**src/rtl/lcd_draw_sequencer.sv**
```systemverilog
`default_nettype none
// ============================================================================
// Module : lcd_draw_sequencer
// Brief  : Sequences display init, background draw and settle, then shares the
//          line engine round-robin among NUM_REQ requesters, with a watchdog.
// Rev    : 1.0  initial release
// ============================================================================
module lcd_draw_sequencer #(
    parameter  int NUM_REQ = 4,
    parameter  int TIMEOUT = 50000,
    parameter  int TO_W    = 16,
    parameter  int SETTLE  = 4,
    localparam int ID_W    = (NUM_REQ > 1) ? $clog2(NUM_REQ) : 1
) (
    input  logic               clk,
    input  logic               rst_n,
    input  logic               doneInit,
    input  logic               doneLine,
    input  logic               redraw,
    input  logic [NUM_REQ-1:0] req,
    output logic               enInit,
    output logic               enLine,
    output logic               drawCanvas,
    output logic               idle,
    output logic [NUM_REQ-1:0] grant,
    output logic [ID_W-1:0]    grant_id,
    output logic               timeout
);

    localparam int ST_W = (SETTLE > 1) ? $clog2(SETTLE) : 1;

    typedef enum logic [2:0] {
        S_START  = 3'd0,
        S_INIT   = 3'd1,
        S_BG     = 3'd2,
        S_SETTLE = 3'd3,
        S_HOLD   = 3'd4,
        S_DRAW   = 3'd5
    } state_t;

    state_t             r_state;
    state_t             w_next;
    logic [TO_W-1:0]    r_wdog;
    logic [ST_W-1:0]    r_settle;
    logic [ID_W-1:0]    r_last;
    logic [NUM_REQ-1:0] r_grant;
    logic [ID_W-1:0]    r_grant_id;
    logic               w_timed;
    logic               w_wdog_exp;
    logic               w_timeout;
    logic [ID_W-1:0]    w_idx;
    logic [ID_W-1:0]    w_win;
    logic               w_found;
    logic [NUM_REQ-1:0] w_onehot;

    assign w_timed    = (r_state == S_INIT) || (r_state == S_BG) || (r_state == S_DRAW);
    assign w_wdog_exp = (r_wdog == TO_W'(TIMEOUT - 1));

    always_comb begin
        w_next    = r_state;
        w_timeout = 1'b0;
        case (r_state)
            S_START: w_next = S_INIT;
            S_INIT: begin
                if (doneInit) begin
                    w_next = S_BG;
                end else if (w_wdog_exp) begin
                    w_next    = S_START;
                    w_timeout = 1'b1;
                end
            end
            S_BG: begin
                if (doneLine) begin
                    w_next = S_SETTLE;
                end else if (w_wdog_exp) begin
                    w_next    = S_START;
                    w_timeout = 1'b1;
                end
            end
            S_SETTLE: begin
                if (r_settle == ST_W'(SETTLE - 1)) begin
                    w_next = S_HOLD;
                end
            end
            // A pending repaint always beats the requesters.
            S_HOLD: begin
                if (redraw) begin
                    w_next = S_BG;
                end else if (|req) begin
                    w_next = S_DRAW;
                end
            end
            S_DRAW: begin
                if (doneLine) begin
                    w_next = S_HOLD;
                end else if (w_wdog_exp) begin
                    w_next    = S_START;
                    w_timeout = 1'b1;
                end
            end
            default: w_next = S_START;
        endcase
    end

    // Search starts one past the last winner and wraps, giving round-robin order.
    always_comb begin
        w_idx   = '0;
        w_win   = '0;
        w_found = 1'b0;
        for (int i = 1; i <= NUM_REQ; i++) begin
            w_idx = ID_W'((int'(r_last) + i) % NUM_REQ);
            if (!w_found && req[w_idx]) begin
                w_found = 1'b1;
                w_win   = w_idx;
            end
        end
    end

    assign w_onehot = NUM_REQ'(1) << w_win;

    always_ff @(posedge clk) begin
        if (!rst_n) begin
            r_state <= S_START;
        end else begin
            r_state <= w_next;
        end
    end

    always_ff @(posedge clk) begin
        if (!rst_n) begin
            r_wdog   <= '0;
            r_settle <= '0;
        end else begin
            if (w_next != r_state) begin
                r_wdog <= '0;
            end else if (w_timed) begin
                r_wdog <= r_wdog + 1'b1;
            end
            if ((r_state == S_SETTLE) && (w_next == S_SETTLE)) begin
                r_settle <= r_settle + 1'b1;
            end else begin
                r_settle <= '0;
            end
        end
    end

    // The last-winner pointer survives a watchdog abort so rotation resumes.
    always_ff @(posedge clk) begin
        if (!rst_n) begin
            r_grant    <= '0;
            r_grant_id <= '0;
            r_last     <= ID_W'(NUM_REQ - 1);
        end else if ((r_state == S_HOLD) && (w_next == S_DRAW)) begin
            r_grant    <= w_onehot;
            r_grant_id <= w_win;
            r_last     <= w_win;
        end else if ((r_state == S_DRAW) && (w_next != S_DRAW)) begin
            r_grant    <= '0;
            r_grant_id <= '0;
        end
    end

    assign enInit     = (r_state == S_INIT);
    assign enLine     = (r_state == S_BG) || (r_state == S_DRAW);
    assign drawCanvas = (r_state == S_BG);
    assign idle       = (r_state == S_HOLD);
    assign grant      = r_grant;
    assign grant_id   = r_grant_id;
    assign timeout    = w_timeout;

endmodule
`default_nettype wire

```
**config.mk**
```make
export PLATFORM = sky130hd
export DESIGN_NAME = lcd_draw_sequencer
export DESIGN_NICKNAME = d
export VERILOG_FILES = /design/src/rtl/lcd_draw_sequencer.sv
export SDC_FILE = /design/constraint.sdc
export NUM_CORES = 1
export LEC_CHECK = 0
export ABC_AREA = 1
export CAP_MARGIN = 5
export CORE_MARGIN = 4
export CORE_UTILIZATION = 47
export CTS_CLUSTER_DIAMETER = 100
export DETAILED_ROUTE_END_ITERATION = 16
export PLACE_DENSITY = 0.68
export SYNTH_ARGS = -nofsm -noshare
export SYNTH_HDL_FRONTEND = slang
export SYNTH_SLANG_ARGS = --single-unit
```
**constraint.sdc**
```tcl
create_clock -name clk -period 2.4 [get_ports clk]
set_clock_uncertainty 0.15 [all_clocks]
set_input_delay 0.48 -clock clk [delete_from_list [all_inputs] [get_ports clk]]
set_output_delay 0.48 -clock clk [all_outputs]
set_load 0.05 [all_outputs]
```
### Word-level counts from Yosys, hierarchy flattened

Cells that the tools add are included.

* register bits: 29
* bits of input ports: 9
* output and inout bits: 11
* logic and storage cells: 78

* add/subtract/negate cells: 6
* $lt $le $gt $ge: 4
* equal/unequal tests: 11
* shift operators: 1
* mux-type cells: 31
* bitwise operators: 1
* reduce and logical (&&, ||, !) cells: 18

Operators with widths (count)
* 3-bit two-way mux: 7
* 3-bit case mux with 6 select lines: 1
* 16-bit by 1-bit adder with 16-bit output, second input constant: 1
* 16-bit == test, second input constant: 1
* 2-bit by 3-bit < comparator with 1-bit output, second input constant: 4
* 2-bit two-way mux: 6
* 1-bit two-way mux: 10
* 3-bit by 2-bit == test with 1-bit output, second input constant: 3
* 3-bit == test, second input constant: 3
* 1-bit binary-select mux with 2-bit select: 4
* 4-bit two-way mux: 2
* 2-bit by 1-bit adder with 2-bit output, second input constant: 3
* 1-bit logical AND: 6
* 2-bit adder, second input constant: 2
* 2-bit OR reduction: 2
* 4-bit OR reduction: 1
* 1-bit by 2-bit left shift with 4-bit output, first input constant: 1
* 3-bit by 1-bit == test with 1-bit output, second input constant: 1
* 1-bit zero test: 3
* 3-bit zero test: 1
* 1-bit logical OR: 3
* 3-bit != test: 1
* 3-bit != test, second input constant: 1
* 2-bit == test, second input constant: 1
* 4 further kinds: 4

### Depth between registers and ports, before layout

Gate-level depths: netlist (run 1).

* depth in word-level cells: 15
* depth in mapped cells: 13
* mapped depth without buffers: 13

### Worst setup path after synthesis (run 1)

OpenSTA, ideal clock, no wires.

* kind: reg-to-output
* start point: register r_wdog[0]
* end point: output port timeout
* arrival time: 2137 ps
* required time: 1770 ps
* setup slack: -367 ps
* stages on the path, launching flop included: 6
* cells stage by stage: dfxtp_1 ha_1 nand3_1 nor2_1 nand2_1 o32ai_1

* word-level cells in the longest chain between the ends: 4

Ends and longest elaborated chain
* from (decl): line 43 `logic [TO_W-1:0] r_wdog;`
* from (signal assigned): line 137 `r_wdog <= r_wdog + 1'b1;`
* 16-bit == test *: line 57 `assign w_wdog_exp = (r_wdog == TO_W'(TIMEOUT - 1));`
* 1-bit two-way mux *: line 67, 75, 96
* 1-bit two-way mux (on tied branches): line 73, 65
* 1-bit case mux with 2 select lines *: line 62 `case (r_state)`
* to (decl): line 27 `output logic timeout`

Mark *: on every way between the ends. The rest lies on a longest branch, timed or not.

### Final worst setup path (run 1)

Same ends and word-level chain as after synthesis.

==> results.cfg, run 1 <==
[route]
vias = 1639
drtAntennaViolNets = 0
drc = 0
finalWirelength_um = 3630
dr.pass1.iters = 4
viasPerCell = 4.97
met2_length_um = 1630
wl_met1_um = 1810
wire_per_inst_um = 11.0
highest_layer = met4
drt_iter0_drc = 86
wl_met3_um = 126

[cts]
clkSinkCount = 29
cts_tree = built
cts_made_buffers = 5
ctsResizeCount = 0
clkTransAtPathRegs_ns = 0.06
htree_num_levels = 2
ctsHoldBuffers = 0
clock_tree.root_cell = clkbuf_8
postCtsSetupBuffers = 0
insertion_delay_ns = 0.28
cts_buffer_depth = 2

[synthesis]
ys_types = 37
syn-cell-area_mm2 = 0.00187
ys_seq_elements = 29
synth-edff-count = 0
syn_nets = 268
syn_inst = 257
avgSynthCellArea_um2 = 7.26
synthArstFlopShare_pct = 0
yosysSeqAreaShare_pct = 31.1
ys.flop_type = dfxtp_1
yosysWarnings = 0

[status]
status = finished clean

[layout]
stdcell_area_mm2 = 0.00223
fin_nets = 292
antenna_cells = 0
final_cells = 330
final_common_cell = nand2_1
drive_gt1_share_pct = 20.2
final_cell_mix = nand2_1 (56), nand3_1 (30), inv_1 (30)
area_growth_syn_to_layout_pct = 19.4

[grt]
antenna_found_initial = 0
grt_remaining_overflow = 0
grt_max_degree = 17
track_usage_pct = 15.7
grt_pass1_wl_um = 6450
grt_pass1_vias = 1458

[sta]
setup_tns_ns = 0
hold_violations = 0
grt_setup_unrepaired = no
finalCriticalPeriod_ns = 2.26
fmax_mhz = 442
worst_pin_slew_ns = 0.511
drv_slew = 0
setup_violations = 0
slew_headroom_pct = 65.8
min_period_over_period_pct = 94.3

[floorplanning]
die_w_um = 71.0
initial_core_util_pct = 49.9
coreArea_mm2 = 0.00374
ioPinCount = 20
rows = 22
dieArea_mm2 = 0.00504
die_h_um = 71.0

[hold_path]
hold_path_depth = 1
hold_class = register to register

[critical_path]
cp_slowest_cell = dfxtp_1
crit_type = register to primary output
path_cells = ha_1 > nand3_1 > nor2_2 > nand2_2 > o32ai_4 > buf_12
critical_path_cell_count = 6
worstPathArrival_ns = 1.63
start_kind = register
critical_path.max_fanout = 3
endpoint_kind = primary output
cp_num_buf_inv = 1
required_ns = 1.77
r2r_cells = 12
critical-path-max-stage-delay_ns = 0.37
crit_family = flip-flops

[job]
cap_violations = 0

[place]
place.port_buffers = 19
placed_cell_area_mm2 = 0.00211
place_inst = 322
gp_routability_congestion = 0.775
dp_hpwl_um = 2790

[power_and_ir_drop]
pwr_density_cell_mw_per_mm2 = 545
p_leak_nw = 0.862
ir_drop_mv = 0.241
==> final cells by class <==
class | instances | area [um^2]
Fill cell | 377 | 1510
Multi-Input combinational cell | 186 | 1120
Sequential cell | 29 | 582
Timing Repair Buffer | 20 | 210
Inverter | 39 | 151
Clock buffer | 7 | 96.3
Tap cell | 48 | 60.1
Clock inverter | 1 | 5.00
==> stage by stage <==
stage / util (%) / setup WS, ns / hold slack (ns) / power [W]
after floorplan: - / 0.130 / 0.254 / 0.000740
after global placement: 56.3 / 0.0451 / 0.271 / 0.000782
after detailed placement: 56.3 / 0.00844 / 0.274 / 0.000784
after CTS: 59.0 / 0.0400 / 0.282 / 0.00123
after global routing: 59.6 / 0.0146 / 0.308 / 0.00128
final: 59.6 / 0.138 / 0.280 / 0.00122
==> path summary, 6_finish.rpt <==
| kind | end | slack [ns] | start |
|---|---|---|---|
| setup / recovery | timeout | 0.14 | r_wdog[0] |
| hold / removal | r_settle[0] | 0.28 | r_settle[0] |
| setup reg to reg | grant[0] | 0.41 | r_last[0] |
| hold reg to reg | r_settle[0] | 0.28 | r_settle[0] |
==> synth_stat cells, types with 2 or more instances <==
master | instances | area (um^2)
a21oi_1 | 12 | 60.1
and3_1 | 2 | 12.5
dfxtp_1 | 29 | 581
ha_1 | 2 | 25.0
inv_1 | 30 | 113
inv_2 | 7 | 26.3
nand2_1 | 57 | 214
nand2_2 | 5 | 31.3
nand2_4 | 2 | 22.5
nand3_1 | 31 | 155
nand3_2 | 2 | 20.0
nand4_1 | 8 | 50.1
nor2_1 | 18 | 67.6
nor2_2 | 3 | 18.8
nor2_4 | 12 | 135
nor3_1 | 4 | 20.0
nor3_2 | 2 | 20.0
o211ai_1 | 2 | 15.0
xnor2_1 | 3 | 26.3
xor2_1 | 9 | 78.8
==> power breakdown <==
group | internal [W] | leakage [nW] | total (W) | switching, W
clock network | 0.000259 | 0.0542 | 0.000440 | 0.000182
registers | 0.000491 | 0.234 | 0.000506 | 0.0000152
logic | 0.0000853 | 0.574 | 0.000269 | 0.000184
==> cell families (layout without fill, tap and decap cells) <==
family                     Yosys count  in the layout  share of synthesized area (%)
xor gates and xnor gates            12             12                           5.63
buffers and inverters               42             67                           10.2
DFF                                 29             29                           31.1
adders and majority gates            2              2                           1.34
and+or+nand+nor                    151            151                           45.2
AOI/OAI and AO/OA                   21             21                           6.50
==> flip-flops by register name (all words and copies together), names as in the netlist <==
register / flops
grant: 4
grant_id: 2
r_last: 2
r_settle: 2
r_state: 3
r_wdog: 16
==> routing by layer <==
layer | GRT usage, % | vias to the layer above
li1 | - | 882
met1 | 20.7 | 722
met2 | 23.8 | 31
met3 | 4.12 | 4
met4 | 7.52 | 0
met5 | 0 | -
No activity file was read; power rests on OpenSTA's default activity.
==> run 2: changes to the inputs <==
--- a/config.mk
+++ b/config.mk
@@ -10,6 +10,7 @@
 export CORE_MARGIN = 4
 export CORE_UTILIZATION = 47
 export CTS_CLUSTER_DIAMETER = 100
+export CTS_CLUSTER_SIZE = 8
 export DETAILED_ROUTE_END_ITERATION = 16
 export PLACE_DENSITY = 0.68
 export SYNTH_ARGS = -nofsm -noshare
==> results of run 2 <==
Same layout as run 1: the final DEF is identical, and so are final timing and power.
